<file path="src/rtl/amba_apb_master.sv">
// amba_apb_master: APB3/APB4 requester. It turns single-word client commands
// into APB SETUP/ACCESS transfers on a 16-bit address / 32-bit data bus.
// Each transfer returns a one-cycle response pulse carrying read data, the
// slave error and the timeout status.
//
// Ports:
//   apb_clk, apb_rst_n        clock, asynchronous active-low reset
//   cmd_valid/cmd_ready       client command handshake (cmd_ready is combinational)
//   cmd_write/addr/wdata/strb command payload
//   rsp_valid                 one-cycle response pulse
//   rsp_rdata/err/timeout     response fields, held between pulses
//   busy                      state != IDLE (combinational)
//   PADDR..PENABLE            APB requester outputs (registered)
//   PRDATA, PREADY, PSLVERR   APB completer inputs
module amba_apb_master #(
    parameter int unsigned TIMEOUT = 16,
    parameter int unsigned CNT_W   = 8
) (
    input  logic        apb_clk,
    input  logic        apb_rst_n,
    input  logic        cmd_valid,
    output logic        cmd_ready,
    input  logic        cmd_write,
    input  logic [15:0] cmd_addr,
    input  logic [31:0] cmd_wdata,
    input  logic [3:0]  cmd_strb,
    output logic        rsp_valid,
    output logic [31:0] rsp_rdata,
    output logic        rsp_err,
    output logic        rsp_timeout,
    output logic        busy,
    output logic [15:0] PADDR,
    output logic        PWRITE,
    output logic [31:0] PWDATA,
    output logic [3:0]  PSTRB,
    output logic        PSEL,
    output logic        PENABLE,
    input  logic [31:0] PRDATA,
    input  logic        PREADY,
    input  logic        PSLVERR
);

    typedef enum logic [1:0] {
        ST_IDLE   = 2'd0,
        ST_SETUP  = 2'd1,
        ST_ACCESS = 2'd2
    } state_t;

    // A TIMEOUT of 0 disables the abort path.
    localparam bit               TO_EN    = (TIMEOUT != 0);
    localparam logic [CNT_W-1:0] CNT_LAST = TO_EN ? CNT_W'(TIMEOUT - 1) : '0;

    state_t           state;
    logic [CNT_W-1:0] wait_cnt;
    logic             accept;

    // Ready in IDLE, or in the completing ACCESS cycle for back-to-back issue.
    assign cmd_ready = (state == ST_IDLE) | ((state == ST_ACCESS) & PREADY);
    assign busy      = (state != ST_IDLE);
    assign accept    = cmd_valid & cmd_ready;

    // Transfer sequencer with registered APB and response outputs.
    always_ff @(posedge apb_clk or negedge apb_rst_n) begin
        if (!apb_rst_n) begin
            state       <= ST_IDLE;
            wait_cnt    <= '0;
            PSEL        <= 1'b0;
            PENABLE     <= 1'b0;
            PWRITE      <= 1'b0;
            PADDR       <= '0;
            PWDATA      <= '0;
            PSTRB       <= '0;
            rsp_valid   <= 1'b0;
            rsp_err     <= 1'b0;
            rsp_timeout <= 1'b0;
            rsp_rdata   <= '0;
        end else begin
            rsp_valid <= 1'b0;

            // Command latch is shared by the IDLE and back-to-back accepts.
            if (accept) begin
                PADDR  <= cmd_addr;
                PWRITE <= cmd_write;
                PWDATA <= cmd_wdata;
                PSTRB  <= cmd_write ? cmd_strb : 4'b0000;
            end

            case (state)
                ST_IDLE: begin
                    PENABLE <= 1'b0;
                    if (cmd_valid) begin
                        state <= ST_SETUP;
                        PSEL  <= 1'b1;
                    end else begin
                        PSEL  <= 1'b0;
                    end
                end

                ST_SETUP: begin
                    state    <= ST_ACCESS;
                    PSEL     <= 1'b1;
                    PENABLE  <= 1'b1;
                    wait_cnt <= '0;
                end

                ST_ACCESS: begin
                    if (PREADY) begin
                        // Normal completion takes priority over the timeout.
                        rsp_valid   <= 1'b1;
                        rsp_err     <= PSLVERR;
                        rsp_timeout <= 1'b0;
                        rsp_rdata   <= PWRITE ? 32'h0 : PRDATA;
                        PENABLE     <= 1'b0;
                        if (cmd_valid) begin
                            state <= ST_SETUP;
                            PSEL  <= 1'b1;
                        end else begin
                            state <= ST_IDLE;
                            PSEL  <= 1'b0;
                        end
                    end else if (TO_EN && (wait_cnt == CNT_LAST)) begin
                        state       <= ST_IDLE;
                        PSEL        <= 1'b0;
                        PENABLE     <= 1'b0;
                        rsp_valid   <= 1'b1;
                        rsp_err     <= 1'b1;
                        rsp_timeout <= 1'b1;
                        rsp_rdata   <= 32'h0;
                    end else begin
                        wait_cnt <= wait_cnt + CNT_W'(1);
                    end
                end

                default: begin
                    state   <= ST_IDLE;
                    PSEL    <= 1'b0;
                    PENABLE <= 1'b0;
                end
            endcase
        end
    end

endmodule

</file>
<file path="config.mk">
export PLATFORM = sky130hd
export DESIGN_NAME = amba_apb_master
export DESIGN_NICKNAME = d
export VERILOG_FILES = /design/src/rtl/amba_apb_master.sv
export SDC_FILE = /design/constraint.sdc
export NUM_CORES = 1
export LEC_CHECK = 0
export ABC_AREA = 1
export CORE_AREA = 5 5 104 106
export DETAILED_ROUTE_END_ITERATION = 12
export DIE_AREA = 0 0 109 111
export PLACE_DENSITY = 0.81
export SLEW_MARGIN = 20
export SYNTH_ARGS = -nofsm -noshare
export SYNTH_HDL_FRONTEND = slang
export SYNTH_SLANG_ARGS = --single-unit
</file>
<file path="constraint.sdc">
create_clock -name apb_clk -period 2 [get_ports apb_clk]
set_input_delay 0.6 -clock apb_clk [delete_from_list [all_inputs] [get_ports apb_clk]]
set_output_delay 0.6 -clock apb_clk [all_outputs]
set_load 0.02 [all_outputs]
</file>
Word level (Yosys, flattened, before mapping)
Index checks and enable logic that the tools add are counted.

Muxes and demuxes: 24. Bitwise logic cells: 3. Add/sub/neg operators: 1. Equal/unequal tests: 7. Reduce and logical (&&, ||, !) cells: 7.

Operators with widths (count): 32-bit 2-to-1 mux (3); 8-bit 2-to-1 mux (2); 8-bit case mux with 2 select lines (1); 1-bit 2-to-1 mux (11); 8-bit by 1-bit adder with 8-bit output (second input constant) (1); 8-bit by 4-bit == test with 1-bit output (second input constant) (1); 2-bit 2-to-1 mux (3); 2-bit != test (second input constant) (3); 2-bit case mux with 3 select lines (1); 2-bit nonzero test (3); 4-bit 2-to-1 mux (1); 2-bit AND reduction (2); 3-bit by 2-bit != test with 1-bit output (second input constant) (1); 1-bit case mux with 3 select lines (1); 3-bit AND reduction (1); 1-bit AND (2); 2-bit by 1-bit == test with 1-bit output (second input constant) (1); 2-bit == test (second input constant) (1); 2-bit logical NOT (1); 1-bit case mux with 2 select lines (1); 1-bit OR (1).

Output and inout bits: 92. Logic and storage cells: 54. Flip-flop bits (word level): 100. Input bits: 90.

Logic depth before layout (Yosys ltp)
Gate-level depths: netlist of run 1.

Depth in word-level cells: 4. Gate-level depth with buffers: 10. Depth with buffers taken out: 9.

Worst setup path after synthesis of run 1
No wires, ideal clock.

Kind: in2out. From: input port PREADY. To: output port cmd_ready. Buffers on the path: 0. Arrival: 1.016 ns. Cell stages on the path: 4. Data required time: 1.400 ns. Setup slack: 0.384 ns. Path through: inv_1 -> nor2_4 -> inv_2 -> nand2_4.

Word-level cells in the longest chain between the ends: 2.

RTL lines: from (decl) (line 39) `input logic PREADY,`; 1-bit AND (line 58) `assign cmd_ready = (state == ST_IDLE) | ((state == ST_ACCESS) & PREADY);`; 1-bit OR (line 58); to (decl) (line 22) `output logic cmd_ready,`.

Every way passes these cells.

Worst setup path after layout of run 1
From: register rsp_rdata[12]. To: output port rsp_rdata[12].

RTL lines: from (decl) (line 28) `output logic [31:0] rsp_rdata,`; from (signal assigned) (line 112) `rsp_rdata <= PWRITE ? 32'h0 : PRDATA;`.

No word-level cell between the ends.

==> metrics, run 1 <==
hold_ws 156 ps; clk_lat worst skew 350 ps; Unique masters post-synth 22; Die ar. 12100 um^2; Area after DPL 6100 um^2; Worst R2R Path Depth 7; VDD IR-drop max 698 uV; multi-input logic area 1410 um^2; vias per inst about 4.8; clock tree buffer depth 2; CTS sink cnt 100; fmax slightly above 500 MHz; 1st-pass router iterations 5; Area Growth Syn to Fin 53.3%; Syn Std Cell Area 4100 um^2; Num CTS Buffers 9; GPL Wtd Cong around 0.84; Post-Syn Instances ~470; top cell family by delay on the critical path buffers and inverters; fraction of registers with async set/reset 100%; Worst Path Max Fanout 2; Total GRT Usage 19.3%; CORE AREA between 9000 and 10000 um^2; post-route cell area 6290 um^2; leak pwr 3.12 nW; synthesized flop and latch total 100; pin count of the biggest net entering global routing between 50 and 60; Power Density 1440 nW/um^2; Slew HR 75.5%; top cell type's share of synthesized area 61.0%; layout net count approximately 750; postcts setup bufs 0; Syn Area/Cell between 8 and 9 um^2; Clock transition at path regs 100 ps; unrepaired setup endpoints after global routing false; commonest non-fill, non-tap cell in the layout nand2_1; Final ANT Viol Nets 0; status finished clean; Worst Skew 11.7 ps; syn_nets 563; initial DRC count 198; startpoint types register; layout cell share with drive strength beyond 1 6.67%; row count 36; Arr. time, crit path 1360 ps; ys flop type dfrtp_1; Slew Limit Fails 0; slew at the pin with the worst max-slew slack 367 ps; cell taking the most area after synthesis dfrtp_1; DR DRC count 0; CTS hold repair buffers 0; GR Overflow Total 0; FF+latch area 2500 um^2; io pins 182; H-Tree Depth 3; period utilisation layout 97.8%; EDFF count, synth 0; synth top area cells dfrtp_1 (61%), nand2_1 (20%), nand3_1 (9.3%); Die Span Y 111 um; clock root buffer clkbuf_8; MaxCap Viol Count 0; final antenna diode count 0; final wirelength 11.5 mm; Worst Path Required ~1400 ps; Final Critical Period ~2000 ps; # setup viols final 0; port buffer count 181; TNS Setup 0 ps; endpoint class of the critical path output port; first-pass GRT wire length 19.0 mm; vias 3833; CP Depth 1; TritonCTS clock tree yes; post-detailed-route wirelength per cell about 14 um; Yosys warnings 0; Crit path largest cell delay 640 ps; Worst path slowest cell clkdlybuf4s50_1; Final Hold Viols 0; worst path bufs/invs 1; most frequent cells in the layout nand2_1 (216), clkdlybuf4s50_1 (169), dfrtp_1 (100), nand3_1 (76), nor2_1 (19); DIE WIDTH 109 um; crit path cell chain clkdlybuf4s50_1; post-synthesis sequential area ratio 61.0%; Post-DP HPWL 8.50 mm; vias in the first global route 3966; Hold Crit Class primary input to async pin; Crit Path Category register to output port; initial antenna violation count 0; Initial Util 42.4%; # fillers 813
[worst reg2reg max path, delay by kind of cell, from the launching register on]
| kind | cells | cell delay, ps |
|---|---|---|
| simple gates | 4 | 540 |
| buf+inv | 3 | 690 |
| flops | 1 | 410 |
[where the power goes]
group | total, mW | leakage, nW | switching [mW] | internal (mW)
Combinational | 4.57 | 1.77 | 2.52 | 2.05
Sequential | 3.32 | 1.27 | 0.473 | 2.85
Clock | 1.18 | 0.0855 | 0.686 | 0.490
[cells in the mapped netlist (2+ instances only)]
cell / number
dfrtp_1: 100
buf_6: 3
o21ai_0: 8
clkbuf_1: 7
nor2_1: 19
inv_1: 11
a21oi_1: 4
nand2_1: 216
inv_2: 3
buf_4: 2
nand2_2: 3
nand3_1: 76
buf_1: 3
buf_2: 9
[cell families after synthesis]
group / after synthesis / synth area share, %
and+or+nand+nor: 320 / 32.6
DFF: 100 / 61.0
buffers and inverters: 39 / 4.58
AOI/OAI and AO/OA: 12 / 1.46
adders and majority gates: 1 / 0.305
[cell type report]
cell class              count  area share, %
multi-input cells         333           22.5
clock buffers              11           2.25
clock inverters             5          0.597
well taps                 133           2.65
repair buffers            196           31.3
flip-flops and latches    100           39.8
inverters                  15          0.896
[timing repair]
action,CTS,global route
gates resized for setup,9,7
cloned,0,0
endpoints found under the setup margin,3,7
endpoints found under the hold margin,0,0
[flip-flops by register name, summed over array words and instances, names as in the netlist, 2 cells and up]
register   count
PWDATA        32
rsp_rdata     32
PADDR         16
wait_cnt       8
PSTRB          4
state          2
[per-layer routing]
metal	part of all wire [%]	up-vias	wire (um)	track usage, %
li1	-	1851	-	-
met1	40	1801	4570	23.4
met2	50	161	5710	32.7
met3	8.6	20	987	5.82
met4	2.0	0	225	5.81
met5	0	-	0	0
[path summary, 6_finish.rpt]
| kind | to | slack [ps] | start |
|---|---|---|---|
| worst min register to register | PWDATA[15]$_DFFE_PN0P_ | 490 | PWDATA[15]$_DFFE_PN0P_ |
| worst max register to register | rsp_rdata[19]$_DFFE_PN0P_ | 300 | state[1]$_DFFE_PN0P_ |
| worst max-delay path | rsp_rdata[12] | 40 | rsp_rdata[12]$_DFFE_PN0P_ |
| worst min-delay path | rsp_rdata[7]$_DFFE_PN0P_ | 160 | apb_rst_n |
| max in group asynchronous | PADDR[9]$_DFFE_PN0P_ | 1270 | apb_rst_n |
| min in group apb_clk | PWDATA[15]$_DFFE_PN0P_ | 490 | PWDATA[15]$_DFFE_PN0P_ |
[through the flow]
step           cells  total power [mW]  setup slack [ps]  utilization [%]
6_report         793              9.07              43.3             64.9
2_1_floorplan    472              5.62               384                -
5_1_grt          793              9.65             0.109             64.9
3_3_place_gp     777              7.88              -606             62.9
3_5_place_dp     777              8.01              -615             62.9
4_1_cts          793              9.19              24.2             64.7
(Power assumes the default switching activity.)
==> inputs of run 2 (changes only) <==
CORE_AREA = 5 5 96 115   (was 5 5 104 106)
DIE_AREA = 0 0 101 120   (was 0 0 109 111)
DONT_BUFFER_PORTS = 1   (was default)
PLACE_DENSITY = default   (was 0.81)
==> metrics, run 2 (synthesized netlist as in run 1, its figures left out) <==
Die ar. 12100 um^2 (+0.17%); DR DRC count 0 (unchanged); number of gates resized after CTS 0 (-9); Arr. time, crit path 2050 ps (+690 ps); switching pwr 3.39 mW (-8.0%); Hold Crit Class primary input to async pin; Clock transition at path regs 70 ps (-30 ps); Int Power 4.51 mW (-16%); Initial Util 41.6% (-0.75 points); hold_ws -40.0 ps (-196 ps); clk_lat worst skew 330 ps (-20 ps); Final Hold Viols 100 (+100); Worst Skew 8.82 ps (-2.85 ps); 1st-pass router iterations 6 (+1); VDD IR-drop max 654 uV (-6.3%); slew at the pin with the worst max-slew slack 428 ps (+60.9 ps); clock root buffer clkbuf_16; Slew Limit Fails 0 (unchanged); DIE WIDTH 101 um (-7.3%); Die Span Y 120 um (+8.1%); final wirelength 9.79 mm (-15%); Worst Path Max Fanout 21 (+19); initial DRC count 194 (-2.0%); vias in the first global route 3085 (-22%); TritonCTS clock tree yes; postcts setup bufs 0 (unchanged); largest registers PWDATA (32), rsp_rdata (32), PADDR (16); fmax 545 MHz (+6.7%); Area Growth Syn to Fin 10.7%; Total GRT Usage 16.5% (-2.8 points); initial antenna violation count 0 (unchanged); io pins 182 (unchanged); multi-input logic area 1410 um^2 (unchanged); startpoint types register; most frequent cells in the layout nand2_1 (216), dfrtp_1 (100), nand3_1 (76), nor2_1 (19), inv_1 (11); Power Density 1740 nW/um^2 (+21%); endpoint class of the critical path register; Final ANT Viol Nets 0 (unchanged); leak pwr 2.38 nW (-24%); CORE AREA 9860 um^2 (+1.8%); Crit Path Category register to register; pin count of the biggest net entering global routing 101 (+91%); Clk pwr share 22.8% (+9.8 points); failing checks negative hold slack; Num CTS Buffers 9 (unchanged); post-detailed-route wirelength per cell 16.4 um (+13%); FF-to-FF setup slack 170 ps (-130 ps); Worst R2R Path Depth 7 (unchanged); layout cell share with drive strength beyond 1 6.99% (+0.32 points); Setup WS post-layout 166 ps (+123 ps); CTS sink cnt 100 (unchanged); Comb pwr share 20.3% (-30 points); final antenna diode count 0 (unchanged); vias 3074 (-20%); unrepaired setup endpoints after global routing false; Final Critical Period 1830 ps (-123 ps); status finished with violations; MaxCap Viol Count 0 (unchanged); Slew HR 71.4% (-4.1 points); first-pass GRT wire length 15.8 mm (-17%); period utilisation layout 91.7% (-6.1 points); GPL Wtd Cong 0.781 (-7.0%); Worst Path Required 2220 ps (+820 ps); # setup viols final 0 (unchanged); H-Tree Depth 3 (unchanged); TNS Setup 0 ps (unchanged); Post-DP HPWL 6.84 mm (-20%); port buffer count 0 (-100%); clock tree buffer depth 2 (unchanged); Setup Slack @ Placement 205 ps (+820 ps); commonest non-fill, non-tap cell in the layout nand2_1; RR Endpoint rsp_rdata[11]$_DFFE_PN0P_; Seq pwr share 56.9% (+20 points); layout net count 559 (-25%); vias per inst 5.14 (+6.3%); FF+latch area 2500 um^2 (unchanged); # fillers 937 (+15%); GR Overflow Total 0 (unchanged); Switching Share 42.9% (+2.3 points); row count 40 (+11%); r2r startpoint wait_cnt[0]$_DFFE_PN0P_
run 2: power by group through the flow:
| stage | clock network (mW) | logic [mW] | registers (mW) |
|---|---|---|---|
| after global placement | 0 | 1.55 | 4.54 |
| final | 1.80 | 1.60 | 4.49 |
| after global routing | 1.94 | 1.90 | 4.60 |
| after floorplan | 0 | 1.32 | 4.30 |
| after CTS | 1.87 | 1.64 | 4.52 |
| after detailed placement | 0 | 1.65 | 4.53 |
run 2: how the worst max path moves through the flow:
| stage | end | cells after the start | from | slack, ps |
|---|---|---|---|---|
| floorplan | cmd_ready | 4 | PREADY | 380 |
| global placement | rsp_rdata[8]$_DFFE_PN0P_ | 7 | wait_cnt[0]$_DFFE_PN0P_ | 290 |
| detailed placement | rsp_rdata[11]$_DFFE_PN0P_ | 7 | wait_cnt[0]$_DFFE_PN0P_ | 210 |
| CTS | cmd_ready | 6 | state[0]$_DFFE_PN0P_ | 150 |
| global route | rsp_rdata[11]$_DFFE_PN0P_ | 7 | wait_cnt[0]$_DFFE_PN0P_ | 40 |
| finish | rsp_rdata[11]$_DFFE_PN0P_ | 7 | wait_cnt[0]$_DFFE_PN0P_ | 170 |
run 2: through the flow:
step | utilization [%] | hold WS (ps) | instance area (um^2) | power [mW] | instances
finish | 46.0 | -40.0 | 4540 | 7.90 | 598
global route | 46.0 | -62.8 | 4540 | 8.44 | 598
CTS | 46.0 | -57.8 | 4540 | 8.03 | 598
detailed placement | 42.9 | 307 | 4230 | 6.18 | 583
global placement | 42.9 | 307 | 4230 | 6.09 | 583
floorplan | - | 304 | 4100 | 5.62 | 472
run 2: final cells by class:
type / instances / area share (%)
Multi-Input combinational cell: 333 / 31.1
Timing Repair Buffer: 9 / 2.32
Clock inverter: 4 / 1.63
Clock buffer: 11 / 5.13
Sequential cell: 100 / 55.1
Inverter: 15 / 1.24
Tap cell: 126 / 3.47
run 2: worst max-delay path, stage by stage, from the launching register on:
cell	delay [ps]
dfrtp_1	420
ha_1	210
nand2_1	100
nor2_2	160
nand4_2	360
buf_12	310
nand3_1	70
nand2_1	70
run 2: layer usage:
| layer | vias to the layer above | GRT usage, % | share of wire (%) |
|---|---|---|---|
| met2 | 150 | 26.2 | 50 |
| met5 | - | 0 | 0 |
| met3 | 10 | 6.63 | 11 |
| met4 | 0 | 5.57 | 1.2 |
| li1 | 1479 | - | - |
| met1 | 1435 | 20.2 | 38 |
